## src/rtl/fifo_write_arbiter.sv

```systemverilog
// Round-robin write-port arbiter for the FIFO dual-port memory.
// NREQ producers compete for the single memory write port. A grant is held
// for one packet: it ends on the producer's last beat, or after MAXBURST beats.
// Priority then rotates to the producer after the one just served.
// Memory write enable and write-pointer increment come from the same
// combinational term, so they cannot disagree. Neither fires while wfull is high.
module fifo_write_arbiter #(
    parameter int NREQ     = 4,
    parameter int DSIZE    = 8,
    parameter int MAXBURST = 8
) (
    input  logic                      wclk,
    input  logic                      wrst_n,
    input  logic [NREQ-1:0]           req_valid,
    input  logic [NREQ-1:0]           req_last,
    input  logic [NREQ*DSIZE-1:0]     req_data,
    output logic [NREQ-1:0]           req_ready,
    input  logic                      wfull,
    output logic                      wclken,
    output logic                      winc,
    output logic [DSIZE-1:0]          wdata,
    output logic [$clog2(NREQ)-1:0]   grant_id,
    output logic                      busy
);

    localparam int GW = $clog2(NREQ);
    localparam int CW = $clog2(MAXBURST + 1);

    typedef enum logic {
        IDLE   = 1'b0,
        LOCKED = 1'b1
    } state_t;

    state_t            state;
    logic [GW-1:0]     rr_ptr;
    logic [CW-1:0]     beat_cnt;

    logic [GW-1:0]     winner;
    logic              any_valid;
    int                idx;
    logic [GW-1:0]     idx_v;

    logic [DSIZE-1:0]  gnt_data;
    logic              gnt_valid;
    logic              gnt_last;
    logic              locked;
    logic              xfer;
    logic              pkt_end;
    logic [GW-1:0]     next_ptr;

    // Round-robin search. Offsets are scanned from highest to lowest, so the
    // surviving winner is the first valid requester at or above rr_ptr.
    always_comb begin
        winner    = '0;
        any_valid = 1'b0;
        idx       = 0;
        idx_v     = '0;
        for (int k = NREQ - 1; k >= 0; k--) begin
            idx = int'(rr_ptr) + k;
            if (idx >= NREQ) begin
                idx = idx - NREQ;
            end
            idx_v = GW'(idx);
            if (req_valid[idx_v]) begin
                winner    = idx_v;
                any_valid = 1'b1;
            end
        end
    end

    // Select the granted producer's beat. Constant slice indices keep this a plain mux.
    always_comb begin
        gnt_data  = '0;
        gnt_valid = 1'b0;
        gnt_last  = 1'b0;
        for (int i = 0; i < NREQ; i++) begin
            if (grant_id == GW'(i)) begin
                gnt_data  = req_data[i*DSIZE +: DSIZE];
                gnt_valid = req_valid[i];
                gnt_last  = req_last[i];
            end
        end
    end

    // Transfer qualification and memory-side outputs, same cycle as wfull.
    always_comb begin
        locked   = (state == LOCKED);
        xfer     = locked & gnt_valid & ~wfull;
        pkt_end  = gnt_last | (beat_cnt == CW'(MAXBURST - 1));
        next_ptr = (grant_id == GW'(NREQ - 1)) ? '0 : grant_id + 1'b1;
        wclken   = xfer;
        winc     = xfer;
        wdata    = locked ? gnt_data : '0;
        busy     = locked;
        for (int i = 0; i < NREQ; i++) begin
            req_ready[i] = locked & ~wfull & (grant_id == GW'(i));
        end
    end

    // Grant FSM. IDLE picks a winner (one bubble per packet). LOCKED counts
    // accepted beats and releases on last beat or at the burst limit.
    always_ff @(posedge wclk or negedge wrst_n) begin
        if (!wrst_n) begin
            state    <= IDLE;
            grant_id <= '0;
            rr_ptr   <= '0;
            beat_cnt <= '0;
        end else begin
            case (state)
                IDLE: begin
                    if (any_valid) begin
                        grant_id <= winner;
                        beat_cnt <= '0;
                        state    <= LOCKED;
                    end
                end
                LOCKED: begin
                    if (xfer) begin
                        if (pkt_end) begin
                            state    <= IDLE;
                            rr_ptr   <= next_ptr;
                            beat_cnt <= '0;
                        end else begin
                            beat_cnt <= beat_cnt + 1'b1;
                        end
                    end
                end
                default: state <= IDLE;
            endcase
        end
    end

    // Producers must hold data and last steady while a beat waits for ready.
    for (genvar g = 0; g < NREQ; g++) begin : g_hold
        a_stable: assert property (@(posedge wclk) disable iff (!wrst_n)
            (req_valid[g] && !req_ready[g]) ##1 req_valid[g]
                |-> ($stable(req_data[g*DSIZE +: DSIZE]) && $stable(req_last[g])));
    end

endmodule

```

## config.mk

```make
export PLATFORM = sky130hd
export DESIGN_NAME = fifo_write_arbiter
export DESIGN_NICKNAME = d
export VERILOG_FILES = /design/src/rtl/fifo_write_arbiter.sv
export SDC_FILE = /design/constraint.sdc
export NUM_CORES = 1
export LEC_CHECK = 0
export ABC_AREA = 1
export CORE_MARGIN = 2
export CORE_UTILIZATION = 43
export CTS_BUF_LIST = sky130_fd_sc_hd__clkbuf_4 sky130_fd_sc_hd__clkbuf_8
export CTS_CLUSTER_SIZE = 14
export DETAILED_ROUTE_END_ITERATION = 8
export PLACE_DENSITY = 0.9
export SLEW_MARGIN = 20
export SYNTH_ARGS = -nofsm -noshare
export SYNTH_HDL_FRONTEND = slang
export SYNTH_SLANG_ARGS = --single-unit
```

## constraint.sdc

```tcl
create_clock -name wclk -period 2.9 [get_ports wclk]
set_input_delay 0.58 -clock wclk [delete_from_list [all_inputs] [get_ports wclk]]
set_output_delay 0.58 -clock wclk [all_outputs]
set_load 0.005 [all_outputs]
```

== Yosys cells after proc, flatten, opt, wreduce, memory -nomap -nowiden ==
Index checks and enable logic that the tools add are counted.

* $add $sub $neg: 9
* Shift-type cells: 0
* Bitwise logic cells: 10
* Div/mod/pow operators: 0
* Equality and inequality tests: 6
* Reductions and logical operators: 4
* Multipliers: 0
* Magnitude comparators: 8
* Multiplexer cells: 42

{| class="wikitable"
|+ Operators with widths
! operator !! number
|-
| $mux 8 || 5
|-
| $mux 1 || 19
|-
| $mux 2 || 9
|-
| $lt 2x3->1 const B || 4
|-
| $mux 4 || 3
|-
| $ge 3x3->1 const B || 3
|-
| $bmux 1 s2 || 4
|-
| $pmux 4 s2 || 1
|-
| $sub 2x1->2 const B || 4
|-
| $and 1x1->1 || 7
|-
| $add 2x2->3 const B || 2
|-
| $add 4x1->4 const B || 1
|-
| $eq 2x2->1 const B || 2
|-
| $eq 4x3->1 const B || 1
|-
| $ne 2x2->1 const B || 2
|-
| $reduce_and 2->1 || 2
|-
| $add 2x1->3 const B || 1
|-
| $ge 2x3->1 const B || 1
|-
| $reduce_and 3->1 || 1
|-
| $add 2x1->2 const B || 1
|-
| $eq 2x1->1 const B || 1
|-
| $logic_not 2->1 || 1
|-
| $not 1->1 || 2
|-
| $pmux 1 s2 || 1
|-
| $or 1x1->1 || 1
|}

* Logic and storage cells: 83
* Bits in writable memories: 0
* Memories: 0
* Register bits: 9
* Output and inout port bits: 17
* Bits in read-only memories: 0
* Latch bits: 0
* Input port bits: 43

== Longest topological paths before layout ==
Gate-level depths: netlist (run 1).

* Depth after elaboration: 11
* Gate-level depth with buffers: 13

== Least setup slack after synthesis (run 1) ==
No wires, ideal clock.

* Kind: flip-flop to output port
* From: register grant_id[1]
* To: output winc
* Buffers on the path: 2
* Arrival: 1.386 ns
* Stages on the path, launching flop included: 10
* Slack: 0.934 ns
* Cells stage by stage: dfrtp_1 inv_1 ha_1 buf_6 inv_4 nand2_2 o22ai_2 nand2_2 a21oi_4 buf_4

* Longest elaborated chain between the ends: 7
* Elaborated cells on any way between the ends: 10
* Those cells by class: 3 x eq/ne; 4 x mux; 2 x bitwise; 1 x reduce/logical

{| class="wikitable"
|+ Ends and longest elaborated chain
! what !! RTL line !! source
|-
| start: declaration || 22 || <nowiki>output logic [$clog2(NREQ)-1:0] grant_id,</nowiki>
|-
| start signal: assignment || 112 || <nowiki>grant_id <= winner;</nowiki>
|-
| $logic_not 2->1 || 77 || <nowiki>if (grant_id == GW'(i)) begin</nowiki>
|-
| $mux 1 (3 in a row) || 77 ||
|-
| $mux 1 * || 77 ||
|-
| $and 1x1->1 * (2 in a row) || 88 || <nowiki>xfer = locked & gnt_valid & ~wfull;</nowiki>
|-
| end: declaration || 20 || <nowiki>output logic winc,</nowiki>
|}

Mark *: on every way between the ends. The rest lies on a longest branch, timed or not.

== Worst setup path after layout (run 1) ==
* From: register grant_id[1]
* To: output wclken

* Longest elaborated chain between the ends: 7
* Elaborated cells on any way between the ends: 10
* Those cells by class: 3 x eq/ne; 4 x mux; 2 x bitwise; 1 x reduce/logical

{| class="wikitable"
|+ Ends and longest elaborated chain
! what !! RTL line !! source
|-
| $logic_not 2->1 || 77 ||
|-
| $mux 1 (3 in a row) || 77 ||
|-
| $mux 1 * || 77 ||
|-
| $and 1x1->1 * (2 in a row) || 88 ||
|-
| end: declaration || 19 || <nowiki>output logic wclken,</nowiki>
|}

Marks and branches as above.

==> results of run 1 <==
## worst max-delay path: stages (launching register included)
cell	delay, ns
dfrtp_1	0.38
buf_4	0.15
ha_1	0.23
inv_2	0.24
o21ai_1	0.18
a21oi_4	0.22
clkdlybuf4s50_1	0.54
## flip-flops by register name, indices dropped and copies added (netlist names)
register  flops
beat_cnt      4
busy          1
grant_id      2
rr_ptr        2
## repair_timing
action | CTS | global route
resized for setup | 1 | 5
buffers inserted | 0 | 1
pin swaps | 0 | 1
endpoints found under the setup margin | 7 | 8
## through the flow
step                      instances  instance area [sq um]  total power (uW)
after floorplan                 171                   1110               978
after detailed placement        254                   1690              1380
after CTS                       258                   1720              1500
final                           259                   1740              1520
after global placement          254                   1690              1360
after global routing            259                   1740              1690
## routing by layer
layer / routed length [microns] / vias to the layer above / global-route usage (%) / share of wire (%)
met3: 117 / 2 / 1.91 / 3.8
met1: 1490 / 540 / 29.3 / 49
met2: 1430 / 25 / 37.7 / 47
li1: - / 678 / - / -
met5: 0 / - / 0 / 0
met4: 27 / 0 / 6.67 / 0.88
## power breakdown
group	leakage (uW)	total [uW]	internal, uW	switching (uW)
registers	0.000114	237	167	70.0
logic	0.000676	1180	567	615
clock network	0.0000184	102	62.1	40.2
total	0.000809	1520	796	725
## placed cells by master (no fill, tap or decap), types with 2 or more instances in the layout
master           instances
a21oi_1                 10
a22oi_1                  8
clkbuf_4                 4
clkdlybuf4s50_1         59
dfrtp_1                  8
ha_1                     3
inv_1                    9
inv_2                    6
inv_4                    2
nand2_1                 45
nand2_2                 10
nand2_4                  5
nand3_1                 13
nor2_1                  10
o21ai_0                 18
o21ai_1                  6
## cell type report
class / instances / area [sq um] / area share (%)
Clock buffer: 4 / 30.0 / 1.72
Inverter: 18 / 77.6 / 4.45
Multi-Input combinational cell: 138 / 774 / 44.4
Sequential cell: 9 / 226 / 13.0
Tap cell: 30 / 37.5 / 2.15
Timing Repair Buffer: 60 / 598 / 34.3
## worst max path at each step
stage / startpoint / to / slack [ns]
after detailed placement: req_valid[1] / winc / 0.20
after global placement: req_valid[1] / winc / 0.20
final: grant_id[1] / wclken / 0.13
after CTS: grant_id[1] / wdata[0] / 0.06
after global routing: grant_id[0] / wdata[2] / 0.04
after floorplan: grant_id[1] / winc / 0.93
## cell families (layout without fill, tap and decap cells)
family,Yosys count,count (layout)
adders and majority gates,5,5
xor gates and xnor gates,2,2
buffers and inverters,24,82
and+or+nand+nor,85,85
DFF,9,9
AOI/OAI and AO/OA,46,46
==> metrics.yaml, run 1 <==
endpoint_kind: "output pin"
min_to: "beat_cnt[0]"
port_buffers: 59
firstDrtPassIters: 4
area_growth_pct: 57.3
cts_tree: "done"
r2r_start: "grant_id[1]"
cts_hold_buf: 0
grt_pass1_vias: 1117
hold_depth: 1
clk_latency_ns: 0.25
nFillCells: 209
r2r_end: "beat_cnt[0]"
die_y_microns: 54.8
drt-vias-per-instance: 4.81
drc: 0
synth-xor-area-share_pct: 1.58
finalNetCount: 278
ys_types: 26
powerDensity_nw_per_um2: 872
ant_nets: 0
grt_first_pass_wirelength_microns: 4840
yosysSeqAreaShare_pct: 20.3
io_pins: 60
finalWeightedCongestion: 0.818
grt_max_degree: 20
clk_pin_slew_ns: 0.06
drt_iter0_markers: 32
final_core_util_pct: 71.0
synth_common_cells: "nand2_1 (45), o21ai_0 (18), nand3_1 (13)"
worstMarginPinSlew_ns: 0.394
min_from: "beat_cnt[0]"
track_usage_pct: 22.1
antenna_cells: 0
synth_area_leaders: "dfrtp_1 (20%), nand2_1 (15%), o21ai_0 (8.1%)"
synth_ff_type: "dfrtp_1"
cts.sink_count: 9
synth-seq-cells: 9
critPathMaxFanout: 19
wl_per_cell_microns: 11.9
cts_made_buffers: 3
rsz0062_at_grt: "false"
fin_crit_sh_pct: 95.5
synth_area_leader_cell: "dfrtp_1"
htreeDepth: 1
r2r_slack_ns: 1.14
synthSimpleGateAreaFrac_pct: 36.3
yosys_warnings: 0
tns_ns: 0
vias: 1245
async_flop_share_pct: 100
vdd_ir_drop_max_v: 0.000574
grt-ovfl-total: 0
clock-skew-final_ns: 0.00220
slew_violations: 0
r2r_cells: 7
synth_compound_area_share_pct: 24.9
yosys.cell_count.top_type: "nand2_1"
place_ws_ns: 0.201
max_slew_margin_pct: 73.6
place_hpwl_microns: 2540
synth_top_area_share_pct: 20.3
path_class: "reg -> out"
syn_inst: 171
dieArea_sq_um: 3000
setup_viol: 0
hold_path_class: "reg -> reg"
netlist_area_sq_um: 1110
syn_avg_cell_area_sq_um: 6.48
max_freq_ghz: 0.361
maxCapViolations: 0
whs_ns: 0.529
row_count: 18
worst_slack_ns: 0.131
hold_violations: 0
synth_fa_ha_area_share_pct: 5.64
synth_top_family_by_area: "simple AND/OR/NAND/NOR gates"
antenna_found_initial: 0
finalWirelength_microns: 3070
synthMuxAreaShare_pct: 0
synth_fp_nets: 219
synth_enable_flop_cells: 0
start_util_pct: 45.2
cts_root_buf: "clkbuf_4"
core_sq_um: 2450
period_minus_slack_ns: 2.77
worstPathRequired_ns: 2.32
start_kind: "flop"
clockBufferDepth: 2
layout-drive-gt1-share_pct: 16.2
outcome: "finished clean"
dieWidth_microns: 54.8
critPathArrivalTime_ns: 2.19
cellLeakagePower_uw: 0.000809
No activity file was read; power rests on OpenSTA's default activity.
==> run 2: changes to the inputs <==
GPL_ROUTABILITY_DRIVEN = 0   (was unset)
==> results of run 2 <==
No change in the layout: final DEF, timing and power equal those of run 1.
